<file path="src/rtl/xrv1_pkg.sv">
// Shared ALU definitions: opcode width, opcode encodings and the ALU request bundle.
// Compare opcodes (LTS/LTU/EQ/NE) also return the compare bit zero-extended as the result.
package xrv1_pkg;

    localparam int unsigned XRV_ALU_OP_WIDTH = 4;
    localparam int unsigned XRV_DATA_WIDTH   = 32;
    localparam int unsigned XRV_ITAG_WIDTH   = 4;

    localparam logic [XRV_ALU_OP_WIDTH-1:0] XRV_ALU_ADD = 4'h0;
    localparam logic [XRV_ALU_OP_WIDTH-1:0] XRV_ALU_SUB = 4'h1;
    localparam logic [XRV_ALU_OP_WIDTH-1:0] XRV_ALU_AND = 4'h2;
    localparam logic [XRV_ALU_OP_WIDTH-1:0] XRV_ALU_OR  = 4'h3;
    localparam logic [XRV_ALU_OP_WIDTH-1:0] XRV_ALU_XOR = 4'h4;
    localparam logic [XRV_ALU_OP_WIDTH-1:0] XRV_ALU_SLL = 4'h5;
    localparam logic [XRV_ALU_OP_WIDTH-1:0] XRV_ALU_SRL = 4'h6;
    localparam logic [XRV_ALU_OP_WIDTH-1:0] XRV_ALU_SRA = 4'h7;
    localparam logic [XRV_ALU_OP_WIDTH-1:0] XRV_ALU_LTS = 4'h8;
    localparam logic [XRV_ALU_OP_WIDTH-1:0] XRV_ALU_LTU = 4'h9;
    localparam logic [XRV_ALU_OP_WIDTH-1:0] XRV_ALU_EQ  = 4'hA;
    localparam logic [XRV_ALU_OP_WIDTH-1:0] XRV_ALU_NE  = 4'hB;

    typedef struct packed {
        logic [XRV_ALU_OP_WIDTH-1:0] opc;
        logic [XRV_DATA_WIDTH-1:0]   src0;
        logic [XRV_DATA_WIDTH-1:0]   src1;
        logic [XRV_ITAG_WIDTH-1:0]   itag;
    } xrv_alu_req_t;

endpackage

</file>
<file path="src/rtl/xrv1_alu.sv">
// Purely combinational ALU; outputs are forced to zero when no request is presented
// and for unsupported opcodes.
module xrv1_alu
    import xrv1_pkg::*;
#(
    parameter int unsigned DATA_WIDTH_P = 32
) (
    input  logic                        alu_req_i,
    input  logic [XRV_ALU_OP_WIDTH-1:0] alu_opc_i,
    input  logic [DATA_WIDTH_P-1:0]     alu_src0_i,
    input  logic [DATA_WIDTH_P-1:0]     alu_src1_i,
    output logic [DATA_WIDTH_P-1:0]     alu_res_o,
    output logic                        alu_cmp_o
);

    localparam int unsigned ShW = $clog2(DATA_WIDTH_P);

    logic [ShW-1:0] w_shamt;

    assign w_shamt = alu_src1_i[ShW-1:0];

    always_comb begin
        alu_res_o = '0;
        alu_cmp_o = 1'b0;
        if (alu_req_i) begin
            case (alu_opc_i)
                XRV_ALU_ADD: alu_res_o = alu_src0_i + alu_src1_i;
                XRV_ALU_SUB: alu_res_o = alu_src0_i - alu_src1_i;
                XRV_ALU_AND: alu_res_o = alu_src0_i & alu_src1_i;
                XRV_ALU_OR:  alu_res_o = alu_src0_i | alu_src1_i;
                XRV_ALU_XOR: alu_res_o = alu_src0_i ^ alu_src1_i;
                XRV_ALU_SLL: alu_res_o = alu_src0_i << w_shamt;
                XRV_ALU_SRL: alu_res_o = alu_src0_i >> w_shamt;
                XRV_ALU_SRA: alu_res_o = $signed(alu_src0_i) >>> w_shamt;
                XRV_ALU_LTS: alu_cmp_o = $signed(alu_src0_i) < $signed(alu_src1_i);
                XRV_ALU_LTU: alu_cmp_o = alu_src0_i < alu_src1_i;
                XRV_ALU_EQ:  alu_cmp_o = alu_src0_i == alu_src1_i;
                XRV_ALU_NE:  alu_cmp_o = alu_src0_i != alu_src1_i;
                default: ;
            endcase
            if (alu_opc_i inside {XRV_ALU_LTS, XRV_ALU_LTU, XRV_ALU_EQ, XRV_ALU_NE}) begin
                alu_res_o = DATA_WIDTH_P'(alu_cmp_o);
            end
        end
    end

endmodule

</file>
<file path="src/rtl/xrv1_alu_arb.sv">
// Round-robin arbiter sharing one ALU between NUM_REQ_P requesters through a
// two-stage issue (IS) / response (RS) pipeline with full backpressure.
module xrv1_alu_arb
    import xrv1_pkg::*;
#(
    parameter int unsigned NUM_REQ_P    = 4,
    parameter int unsigned DATA_WIDTH_P = 32,
    parameter int unsigned ITAG_WIDTH_P = 4
) (
    input  logic                                  clk_i,
    input  logic                                  rst_ni,
    input  logic [NUM_REQ_P-1:0]                  req_valid_i,
    output logic [NUM_REQ_P-1:0]                  req_ready_o,
    input  logic [NUM_REQ_P*XRV_ALU_OP_WIDTH-1:0] req_opc_i,
    input  logic [NUM_REQ_P*DATA_WIDTH_P-1:0]     req_src0_i,
    input  logic [NUM_REQ_P*DATA_WIDTH_P-1:0]     req_src1_i,
    input  logic [NUM_REQ_P*ITAG_WIDTH_P-1:0]     req_itag_i,
    output logic                                  rsp_valid_o,
    input  logic                                  rsp_ready_i,
    output logic [$clog2(NUM_REQ_P)-1:0]          rsp_id_o,
    output logic [DATA_WIDTH_P-1:0]               rsp_res_o,
    output logic                                  rsp_cmp_o,
    output logic [ITAG_WIDTH_P-1:0]               rsp_itag_o
);

    localparam int unsigned IdxW = $clog2(NUM_REQ_P);

    logic                        r_is_valid;
    logic [XRV_ALU_OP_WIDTH-1:0] r_is_opc;
    logic [DATA_WIDTH_P-1:0]     r_is_src0;
    logic [DATA_WIDTH_P-1:0]     r_is_src1;
    logic [ITAG_WIDTH_P-1:0]     r_is_itag;
    logic [IdxW-1:0]             r_is_id;

    logic                        r_rs_valid;
    logic [DATA_WIDTH_P-1:0]     r_rs_res;
    logic                        r_rs_cmp;
    logic [ITAG_WIDTH_P-1:0]     r_rs_itag;
    logic [IdxW-1:0]             r_rs_id;

    logic [IdxW-1:0]             r_ptr;

    logic                        w_rs_free;
    logic                        w_is_adv;
    logic                        w_is_free;
    logic                        w_gnt_found;
    logic [IdxW-1:0]             w_gnt_idx;
    logic                        w_accept;
    logic [IdxW-1:0]             w_ptr_next;
    logic [DATA_WIDTH_P-1:0]     w_alu_res;
    logic                        w_alu_cmp;

    // (base + off) mod NUM_REQ_P; both operands are below NUM_REQ_P so one wrap suffices.
    function automatic logic [IdxW-1:0] wrap_idx(input logic [IdxW-1:0] base,
                                                 input int unsigned off);
        int unsigned s;
        s = 32'(base) + off;
        if (s >= NUM_REQ_P) begin
            s = s - NUM_REQ_P;
        end
        return IdxW'(s);
    endfunction

    assign w_rs_free = !r_rs_valid || rsp_ready_i;
    assign w_is_adv  = r_is_valid && w_rs_free;
    assign w_is_free = !r_is_valid || w_rs_free;

    always_comb begin
        w_gnt_found = 1'b0;
        w_gnt_idx   = '0;
        for (int unsigned k = 0; k < NUM_REQ_P; k++) begin
            if (!w_gnt_found && req_valid_i[wrap_idx(r_ptr, k)]) begin
                w_gnt_found = 1'b1;
                w_gnt_idx   = wrap_idx(r_ptr, k);
            end
        end
    end

    // Ready is masked during reset so nothing is accepted while rst_ni is low.
    assign w_accept   = rst_ni && w_gnt_found && w_is_free;
    assign w_ptr_next = (w_gnt_idx == IdxW'(NUM_REQ_P - 1)) ? '0 : w_gnt_idx + 1'b1;

    always_comb begin
        req_ready_o = '0;
        if (w_accept) begin
            req_ready_o[w_gnt_idx] = 1'b1;
        end
    end

    always_ff @(posedge clk_i or negedge rst_ni) begin
        if (!rst_ni) begin
            r_ptr      <= '0;
            r_is_valid <= 1'b0;
            r_is_opc   <= '0;
            r_is_src0  <= '0;
            r_is_src1  <= '0;
            r_is_itag  <= '0;
            r_is_id    <= '0;
        end else if (w_accept) begin
            r_ptr      <= w_ptr_next;
            r_is_valid <= 1'b1;
            r_is_opc   <= req_opc_i[w_gnt_idx*XRV_ALU_OP_WIDTH +: XRV_ALU_OP_WIDTH];
            r_is_src0  <= req_src0_i[w_gnt_idx*DATA_WIDTH_P +: DATA_WIDTH_P];
            r_is_src1  <= req_src1_i[w_gnt_idx*DATA_WIDTH_P +: DATA_WIDTH_P];
            r_is_itag  <= req_itag_i[w_gnt_idx*ITAG_WIDTH_P +: ITAG_WIDTH_P];
            r_is_id    <= w_gnt_idx;
        end else if (w_is_adv) begin
            r_is_valid <= 1'b0;
        end
    end

    xrv1_alu #(
        .DATA_WIDTH_P (DATA_WIDTH_P)
    ) u_alu (
        .alu_req_i  (r_is_valid),
        .alu_opc_i  (r_is_opc),
        .alu_src0_i (r_is_src0),
        .alu_src1_i (r_is_src1),
        .alu_res_o  (w_alu_res),
        .alu_cmp_o  (w_alu_cmp)
    );

    always_ff @(posedge clk_i or negedge rst_ni) begin
        if (!rst_ni) begin
            r_rs_valid <= 1'b0;
            r_rs_res   <= '0;
            r_rs_cmp   <= 1'b0;
            r_rs_itag  <= '0;
            r_rs_id    <= '0;
        end else if (w_is_adv) begin
            r_rs_valid <= 1'b1;
            r_rs_res   <= w_alu_res;
            r_rs_cmp   <= w_alu_cmp;
            r_rs_itag  <= r_is_itag;
            r_rs_id    <= r_is_id;
        end else if (rsp_ready_i) begin
            r_rs_valid <= 1'b0;
        end
    end

    assign rsp_valid_o = r_rs_valid;
    assign rsp_res_o   = r_rs_res;
    assign rsp_cmp_o   = r_rs_cmp;
    assign rsp_itag_o  = r_rs_itag;
    assign rsp_id_o    = r_rs_id;

endmodule
</file>
<file path="config.mk">
export PLATFORM = sky130hd
export DESIGN_NAME = xrv1_alu_arb
export DESIGN_NICKNAME = d
export VERILOG_FILES = /design/src/rtl/xrv1_pkg.sv /design/src/rtl/xrv1_alu.sv /design/src/rtl/xrv1_alu_arb.sv
export SDC_FILE = /design/constraint.sdc
export NUM_CORES = 1
export LEC_CHECK = 0
export ABC_AREA = 1
export CORE_MARGIN = 5
export CORE_UTILIZATION = 44
export CTS_CLUSTER_DIAMETER = 100
export DETAILED_ROUTE_END_ITERATION = 10
export HOLD_SLACK_MARGIN = 0.1
export PLACE_DENSITY = 0.78
export SYNTH_ARGS = -nofsm -noshare
export SYNTH_HDL_FRONTEND = slang
export SYNTH_HIERARCHICAL = 1
export SYNTH_SLANG_ARGS = --single-unit
</file>
<file path="constraint.sdc">
create_clock -name clk_i -period 3.4 [get_ports clk_i]
set_clock_uncertainty 0.1 [all_clocks]
set_input_delay 0.68 -clock clk_i [delete_from_list [all_inputs] [get_ports clk_i]]
set_output_delay 0.68 -clock clk_i [all_outputs]
set_load 0.01 [all_outputs]
</file>
==> results.md, run 1 <==
- At the later pin of the worst-skew pair, clock insertion delay measures about 0.46 ns.
- The maximum fanout along the worst path is 4.
- The number of antenna violations at the first check in global routing is 10.
- The worst setup timing slack at the placement stage is -0.225 ns.
- The critical path capture point type is a primary output.
- The count of max-cap constraint violations is 0.
- The library cell with the largest summed area after synthesis is nand2_1.
- In the synthesized netlist, the number of instances is 3418.
- The main combinational cell family by area after synthesis is simple AND/OR/NAND/NOR gates.
- The synthesized flop and latch total is 117.
- The die covers about 47000 um^2.
- The worst path meets setup with about 0.16 ns of slack.
- The final critical path takes up 95.3% of the cycle.
- The synthesized netlist devotes 7.40% of its cell area to adder and majority cells.
- The synthesis-to-finish area growth is 26.0%.
- The wire length after detailed routing is 89700 um.
- The total via count in the routed design is 23900.
- The synthesized netlist contains 48 unique library cells.
- Synthesis produced a netlist with a net count of 3822.
- The number of flops mapped to enable cells by yosys is 0.
- The number of nets with antenna violations after detailed routing is 0.
- TritonCTS built the clock tree.
- The H-tree level count is 4.
- The flow ran to the end, and the final reports show no timing, DRC or antenna violations.
- Of the post-synthesis cell area, the part taken by muxes is 2.30%.
- The total half-perimeter wirelength after legalization and detailed placement is 72700 um.
- The number of optimization iterations in the first detailed-route pass is 6.
- The most used flip-flop cell after synthesis is dfrtp_1.
- The initial standard-cell utilization of the core is 44.4%.
- The number of clock buffers added by TritonCTS is 17.
- After detailed routing, the average wire length per cell comes to 20.9 um.
- The first global-routing pass estimated about 130000 um of wire.
- The cell chosen for the clock root is clkbuf_16.
- The clock-pin slew reported for the worst setup and hold paths after clock tree synthesis is 0.06 ns.
- The synthesized area per cell is between 5 and 6 um^2.
- The floorplan has 75 rows.
- The placeable core area is 41900 um^2.
- The maximum operating frequency is 309 MHz.
- The worst hold path class is input pin to async pin.
- The synthesized netlist devotes between 6 and 7% of its cell area to compound gates.
- The number of failing hold endpoints at the final stage is 0.
- By startpoint and endpoint, the worst setup path is classified as input pin to primary output.
- The proportion of netlist area held by the largest area contributor is 23.1%.
- The peak supply drop is 0.00145 V.
- Setup repair after global routing left no endpoint under its margin.
- The sequential cell area fraction in the yosys report is 15.7%.
- Sorting the synthesized cells by area gives the leading types as nand2_1 (23%), nand3_1 (18%), dfrtp_1 (16%).
- The startpoint identified for the worst register-to-register timing path is r_is_src1[16].
- The number of hold buffers added after CTS was 0.
- The post-synthesis instance area is 18600 um^2.
- The number of failing setup endpoints in the final timing report is 0.
- The total clock sinks is 117.
- The clock period could shrink to 3.24 ns.
- The via count of the first global-routing pass is 21900.
- The number of input and output port buffers inserted is 338.
- Power comes to 29100 uW.
- The die height is ~220 um.
- The transition time at the pin with the least slew margin is 0.941 ns.
- The final weighted congestion of routability-driven global placement is 1.12.
- Global routing used 37.3% of the available tracks.
- The max-slew violation total from the final report is 0.
- The pin count of the biggest net entering global routing is 118.
- The final worst hold slack is 0.210 ns.
- In this run the tightest slew margin relative to its limit is 37.2%.
- Of the cells placed in the final design, the portion with a size suffix greater than 1 is 7.99%.
- Measured in cells, the most critical reg-to-reg path has a length of 14.
- The synthesized netlist devotes 0.0470% of its cell area to XOR and XNOR gates.
- The fill cell total of the finished layout is between 4000 and 5000.
- The static leakage is 0.0132 uW.
- The count of pins on the block boundary is 339.
- Of the total synthesized cell area, the portion taken by AND, OR, NAND and NOR gates is 50.6%.
- The data required time of the worst path is 2.62 ns.
- The critical register-to-register path endpoint is rsp_res_o[20].
- At the end of the flow, the number of nets in the layout was 4146.
- After the first detailed-routing iteration, the DRC count stood at 3337.
- At the worst endpoint, the arrival time is 2.46 ns.
- The number of buffers added for setup after CTS is 0.
- Using the TritonRoute via totals, the vias-per-cell ratio works out to 5.56.
- The register-to-register path setup slack is 0.23 ns.
- The category of the worst setup path launch point is an input pin.
- The horizontal die dimension is 216 um.
- For this design the ratio of total power to cell area is 1240 nW/um^2.
- The fraction of registers with async set or reset after synthesis is 100%.
- The launch point of the worst path is req_valid_i[3].
- The Yosys step of the flow raised 6 warnings.
- The overflow left after global routing is 0.
- The number of remaining DRC errors is 0.
- The clock passes through at most 2 buffers.
-- power breakdown --
part / internal, uW / switching (uW) / leakage (uW) / total [uW]
Sequential: 2040 / 730 / 0.00146 / 2770
Clock: 1260 / 752 / 0.000304 / 2010
Combinational: 7600 / 16700 / 0.0114 / 24300
-- critical path, cell delays in order --
cell	delay, ns
clkdlybuf4s50_1	0.43
inv_1	0.08
nand2_1	0.07
nand3_1	0.12
nand2_2	0.10
nor2_4	0.15
nand4_1	0.14
buf_4	0.16
inv_1	0.08
nor2_4	0.04
nor2_1	0.12
dlygate4sd2_1	0.29
-- worst max-delay path by stage --
stage                                end  slack (ns)  cells past startpoint
after detailed placement  req_ready_o[3]       -0.22                     14
final                     req_ready_o[2]        0.16                     12
after global routing      req_ready_o[2]       0.006                     12
after CTS                 req_ready_o[3]        0.04                     14
after global placement    req_ready_o[3]       -0.26                     14
after floorplan            rsp_res_o[31]        0.57                     19
-- routing by layer --
metal	track usage, %	vias to the layer above	part of all wire [%]	routed length (um)
met3	9.16	264	12	10800
met4	22.4	6	7.2	6450
li1	-	11300	-	-
met2	55.5	1556	42	37400
met1	48.7	10800	39	35000
met5	0	-	0.046	41
-- per-stage QoR --
stage | setup TNS (ns) | utilization [%] | instances | cell area [um^2]
6_report | 0 | 56.0 | 4299 | 23500
5_1_grt | 0 | 56.0 | 4298 | 23500
4_1_cts | 0 | 55.9 | 4293 | 23500
3_5_place_dp | -0.420 | 54.5 | 4262 | 22800
3_3_place_gp | -0.571 | 54.5 | 4262 | 22800
2_1_floorplan | 0 | - | 3418 | 18600
-- repair_timing --
item | 4_1_cts | 5_1_grt
endpoints found under the setup margin | 4 | 2
endpoints found under the hold margin | 0 | 0
resized for setup | 4 | 4
-- registers in the layout (all words and copies together) (netlist names) --
register / flops
r_is_src0: 32
r_is_src1: 32
rsp_res_o: 32
r_is_itag: 4
r_is_opc: 4
rsp_itag_o: 4
r_is_id: 2
r_ptr: 2
rsp_id_o: 2
r_is_valid: 1
rsp_cmp_o: 1
rsp_valid_o: 1
-- synth_stat cells, types with 17 or more instances --
master,n
mux2_2,38
nand4_1,22
or2_2,21
ha_1,107
a21oi_1,97
nand2_1,1147
nand3_1,656
o21ai_0,49
or2_1,19
o22ai_1,20
buf_2,108
o211ai_1,19
dfrtp_1,117
nor2_1,198
o21ai_1,17
buf_4,19
clkbuf_1,20
inv_1,586
-- layout make-up --
type	instances	area, um^2	area share (%)
Clock inverter	9	153	0.650
Multi-Input combinational cell	2527	12500	53.3
Clock buffer	22	464	1.98
Sequential cell	117	2930	12.5
Timing Repair Buffer	476	4460	19.0
Inverter	603	2270	9.66
Tap cell	539	674	2.87
Antenna cell	6	15.0	0.0640
-- cells in the final DEF, fill, tap and decap left out, types with 7 or more instances in the layout --
master,n
o22ai_1,20
nand4_1,22
ha_1,107
clkbuf_16,17
nor2_1,196
nand3_1,656
o211ai_1,19
buf_4,135
nor2_4,9
and2_1,14
dfrtp_1,114
mux2_2,38
o21ai_1,17
or2_1,19
nand3b_1,7
clkdlybuf4s50_1,333
o21bai_1,11
nor2_2,15
o21ai_0,49
inv_1,586
or2_2,21
nand2_2,13
nor3_1,14
inv_2,14
nand2_1,1145
a21oi_1,97
-- cell families after synthesis --
group,Yosys count
flops,117
mux,38
fa+ha+maj,109
buf+inv,774
compound gates,223
simple gates,2156
xor+xnor,1
(Power assumes the default switching activity.)
==> run 2, diff against run 1 <==
--- a/config.mk
+++ b/config.mk
@@ -10,8 +10,9 @@
 export CORE_UTILIZATION = 44
 export CTS_CLUSTER_DIAMETER = 100
 export DETAILED_ROUTE_END_ITERATION = 10
+export DONT_BUFFER_PORTS = 1
 export HOLD_SLACK_MARGIN = 0.1
-export PLACE_DENSITY = 0.78
+export PLACE_DENSITY = 0.68
 export SYNTH_ARGS = -nofsm -noshare
 export SYNTH_HDL_FRONTEND = slang
 export SYNTH_HIERARCHICAL = 1
==> results.md, run 2 (same netlist as run 1, synthesis figures left out) <==
- The final weighted congestion of routability-driven global placement is 1.06 (-5.5%).
- The horizontal die dimension came to 216 um (unchanged).
- The worst setup timing slack at the placement stage is -0.0254 ns (+0.199 ns).
- The combined area of the multi-input logic cells is 12500 um^2 (+0.28%).
- The average detailed-routed wire length per instance is 22.1 um (+6.1%).
- The count of pins on the block boundary was 339 (unchanged).
- The delay contributed by the slowest stage of the critical path is 0.50 ns (+0.07 ns).
- The final cycle utilization of the critical path is 94.9% (-0.40 points).
- The post-layout net count is 3791 (-8.6%).
- The final worst hold slack came to -0.192 ns (-0.402 ns).
- The count of max-cap constraint violations is 0 (unchanged).
- The most common cell after layout, fill and taps aside is nand2_1.
- The setup TNS was 0 ns (unchanged).
- The H-tree level count is 4 (unchanged).
- The number of remaining DRC errors is 0 (unchanged).
- The wire length after detailed routing is 87300 um (-2.7%).
- The initial standard-cell utilization of the core came to 44.4% (unchanged).
- Relative to the synthesized area, the layout overhead comes to 7.13%.
- The total clock buffers created by CTS is 17 (unchanged).
- The die height is 216 um (unchanged).
- The clock-pin slew reported for the worst setup and hold paths after clock tree synthesis is 0.08 ns (+0.02 ns).
- The total half-perimeter wirelength after legalization and detailed placement was 69800 um (-4.1%).
- TritonCTS built the clock tree.
- The total number of placement rows is 75 (unchanged).
- The critical path class is flip-flop to primary output.
- The pin count of the biggest net entering global routing came to 146 (+24%).
- Walking the worst path, the cells encountered are inv_4 -> nand2_1 -> nand3_1 -> nand2_2 -> nor2_4 -> nand3_2 -> nand2_2 -> nand2_8 -> inv_1 -> ha_1 -> inv_1 -> nor2_2.
- The worst slew margin relative to its limit was 12.4% (-25 points).
- The number of input and output port buffers inserted is 0 (-100%).
- The maximum operating frequency was 310 MHz (+0.43%).
- The tightest min-delay check is of the input pin to async pin type.
- The maximum fanout along the worst path is 42 (+38).
- The overflow left after global routing is 0 (unchanged).
- The transition time at the pin with the least slew margin is 1.31 ns (+0.372 ns).
- The total die area is 46500 um^2 (unchanged).
- The number of antenna violations at the first check in global routing is 6 (-4).
- The run finished, with violations left.
- The data required time of the worst path is 2.62 ns (about the same).
- The number of optimization iterations in the first detailed-route pass is 8 (+2).
- The via count of the first global-routing pass is 20900 (-4.4%).
- The number of buffer and inverter stages on the critical path was 3 (-2).
- STA classifies the critical path startpoint as a flip-flop.
- Leaving out fill and tap cells, the most frequent cells in the layout are nand2_1 (1145), nand3_1 (656), inv_1 (586).
- The arrival time at the worst endpoint came to 2.45 ns (about the same).
- The total clock sinks is 117 (unchanged).
- The dominant delay contributor by cell family on the critical path is simple AND/OR/NAND/NOR gates.
- The number of failing setup endpoints in the final timing report is 0 (unchanged).
- The number of nets with antenna violations after detailed routing is 0 (unchanged).
- The max-slew violation total from the final report is 0 (unchanged).
- The number of failing hold endpoints at the final stage came to 117 (+117).
- The total via count in the routed design came to 22600 (-5.2%).
- The final reports fail on hold timing.
- The global-route track usage on met3 is 9.25% (+0.084 points).
- The fraction of final layout cells with drive strength greater than 1 is 8.44% (+0.45 points).
- The met2 track demand over resource is 54.5% (-1.0 points).
- The final critical delay including setup and external delays is 3.23 ns (-0.0137 ns).
- The ratio of routed vias to standard cells is 5.74 (+3.4%).
- The maximum count of clock buffers along a single path was 2 (unchanged).
- The first-pass GRT wire length is 128000 um (-4.3%).
- The number of DRC markers after the initial detailed-route iteration is 3438 (+3.0%).
- The root buffer cell chosen for the clock tree is clkbuf_16.
- The met1 usage in global routing came to 46.3% (-2.4 points).
- The largest individual stage delay along the critical path comes from the cell dfrtp_2.
- The fill cell total of the finished layout is 4610 (+5.5%).
- The placeable core area is 41900 um^2 (unchanged).
- The clock latency on the worst-skew pair came to 0.47 ns (about the same).
- STA classifies the critical path endpoint as a primary output.
- The overall track demand over capacity in global routing was 35.6% (-1.6 points).
- The final worst-path setup slack is 0.173 ns (+0.0137 ns).
- The routing layer with the top usage in global route is met2.
- The register cell area after layout is 2930 um^2 (unchanged).
## run 2: cell types whose count changed in the layout (fill, tap and decap cells not counted), moves of 4 or more
| cell | previous run | this run |
|---|---|---|
| clkdlybuf4s50_1 | 333 | 0 |
| buf_4 | 135 | 115 |
| inv_6 | 0 | 6 |
| inv_8 | 0 | 5 |
| bufinv_16 | 4 | 0 |
| clkinv_8 | 0 | 4 |
| nor2_2 | 15 | 19 |
## run 2: cell type report
class                   count  area share, %
inverters                 603           11.4
diodes                      4         0.0502
clock inverters            15          0.872
clock buffers              17           2.13
well taps                 539           3.38
flip-flops and latches    117           14.7
repair buffers            118           4.63
multi-input cells        2530           62.9
## run 2: per-layer routing
metal	up-vias	wire, um
met4	4	5340
met1	10300	33700
met3	278	10500
met5	-	18
met2	1507	37700
li1	10600	-
## run 2: final timing paths
path	from	endpoint	slack (ns)	cells past startpoint
min	rst_ni	r_is_src1[25]	-0.19	0
max in group asynchronous	rst_ni	r_ptr[0]	3.05	0
max reg2reg	r_is_src1[0]	rsp_res_o[16]	0.17	16
min in group clk_i	rsp_ready_i	rsp_valid_o	0.34	3
max	r_ptr[0]	req_ready_o[3]	0.17	12
min reg2reg	r_is_itag[0]	r_is_itag[0]	0.39	2
## run 2: worst reg2reg max path, cell delays in order (launching register included)
cell,delay [ns]
dfrtp_1,0.41
ha_1,0.25
inv_1,0.12
fa_1,0.42
inv_1,0.14
nand3_1,0.08
nand3_1,0.23
nand2_1,0.08
nand3_1,0.22
inv_1,0.07
o21bai_1,0.21
nand2_1,0.07
nand2_1,0.06
nor2_1,0.04
nor2_1,0.24
nor2_1,0.07
mux2_2,0.29
## run 2: through the flow
step / cell area, um^2 / std cells / hold WS [ns] / util (%)
floorplan: 18600 / 3418 / 0.284 / -
global placement: 19300 / 3897 / 0.293 / 45.9
detailed placement: 19300 / 3897 / 0.293 / 45.9
CTS: 19900 / 3930 / -0.208 / 47.4
global route: 20000 / 3942 / -0.200 / 47.6
finish: 20000 / 3943 / -0.192 / 47.6
## run 2: repair_timing
action,CTS,global route
endpoints found under the setup margin,3,6
setup buffers,0,7
gates resized for setup,1,4
pin swaps,2,2
endpoints found under the hold margin,117,117
cloned,1,2
Power of run 2 is not shown: default switching activity piles up to over one toggle a cycle in this logic, so the estimate is an artifact.
==> variant (flow settings as in run 1) <==
Remove the case item `XRV_ALU_SRL` of the case on `alu_opc_i`.
--- a/src/rtl/xrv1_alu.sv
+++ b/src/rtl/xrv1_alu.sv
@@ -32,3 +32,2 @@
                 XRV_ALU_SLL: alu_res_o = alu_src0_i << w_shamt;
-                XRV_ALU_SRL: alu_res_o = alu_src0_i >> w_shamt;
                 XRV_ALU_SRA: alu_res_o = $signed(alu_src0_i) >>> w_shamt;
Formal check against the unedited RTL: not equivalent (Yosys sat finds a counterexample within 4 cycles, from zero or initial values and one cycle with rst_ni low).
==> variant against run 1 <==
  * Cell area decreased by 3.5%
  * Register-to-register slack worse by 0.08 ns
  * Synthesized area decreased by 2.8%
  * Wire length decreased by 3.9%
  * Via count decreased by 5.0%
  * Non-clock buffer count decreased by 26
  * Critical path depth rose by 4
  * Sequential cell count is the same
  * Clock power fell by 9%
  * Worst setup slack lost 0.0086 ns
  * Fmax shrank 0.27%
  * Sequential power is 3% higher
  * Total power decreased by 6.5%
  * Largest cell class unchanged
==> variant: results <==
[final_layout]
clkbuf_count = 20
fillers = 4276
final-seq-area_mm2 = 0.00293
comb.multi_input.count = 2404
diodes = 3
buf_share_pct = 18.8
fin_nets = 3993
multi_input_area_mm2 = 0.0120
drive_above_1_share_pct = 7.16
area_growth_pct = 25.2
clk_share_pct = 2.50
buffers_excl_clock = 450
nonClockInverterCount = 599

[pwr]
p_leak_nw = 12.7
ir_worst_vdd_v = 0.00272
powerComb_mw = 22.5
p_seq_share_pct = 10.5
power.internal_mw = 10.1

[timing]
slew_headroom_pct = 40.9
fin_ws_ns = 0.151

[global_routing]
antenna_found_initial = 4
grt_pass1_vias = 21000
grt_use_met1_pct = 50.0
grt_pass1_wl_um = 129000
grt_max_degree = 83
track_usage_pct = 37.4
use_met2_pct = 55.0

[critical_path]
slowest_stage = dfrtp_1
cpPeakStageDelay_ns = 0.60
r2r_end = rsp_res_o[22]
reg2reg_from = r_is_src0[3]
path_max_fanout = 8
rr_worst_depth = 16
critPathKind = reg -> reg

[logic_synthesis]
synth_compound_area_share_pct = 6.91
ys_top_cells_by_count = nand2_1 (1,073), nand3_1 (666), inv_1 (588)
syn_area_per_cell_um2 = 5.51
synth_seq_cells = 117
synth_seq_area_share_pct = 16.2
synth_adder_area_share_pct = 7.62
synth_fp_nets = 3689
synthMuxAreaShare_pct = 2.42
synth_cell_type_count = 56
synth_xor_area_share_pct = 0.0968
synth.area.top_cells = nand2_1 (22%), nand3_1 (18%), dfrtp_1 (16%)

[route]
route.met3.wl_um = 9450
wire_per_inst_um = 20.9
wirelength_um = 86200
route.met2.wl_um = 36400
met1_length_um = 34900

[place]
post-place-ws_ns = -0.174
dp_hpwl_um = 71100
place_inst = 4102
place_congestion = 1.09

[outcome]
status = finished, final reports clean

[die]
die_width_um = 213
==> variant: critical path: cells and delay by family (launching register included) <==
kind | cells | cell delay [ns]
muxes | 1 | 0.29
adders and majority gates | 1 | 0.42
DFF | 1 | 0.60
and+or+nand+nor | 12 | 1.45
buffers and inverters | 2 | 0.27
==> variant: worst min path at each step <==
stage / endpoint / cells after the start / slack, ns / start
CTS: r_is_src1[8] / 2 / 0.32 / rst_ni
floorplan: r_is_id[0] / 0 / 0.28 / rst_ni
detailed placement: r_is_itag[2] / 2 / 0.36 / r_is_itag[2]
finish: r_is_src0[2] / 2 / 0.33 / rst_ni
global placement: r_is_itag[1] / 2 / 0.36 / r_is_itag[1]
global route: r_is_itag[3] / 2 / 0.36 / rst_ni
==> variant: repair_timing <==
item                       CTS  global route
resized for setup            5             2
setup endpoints to repair    4             1
setup buffers                0             0
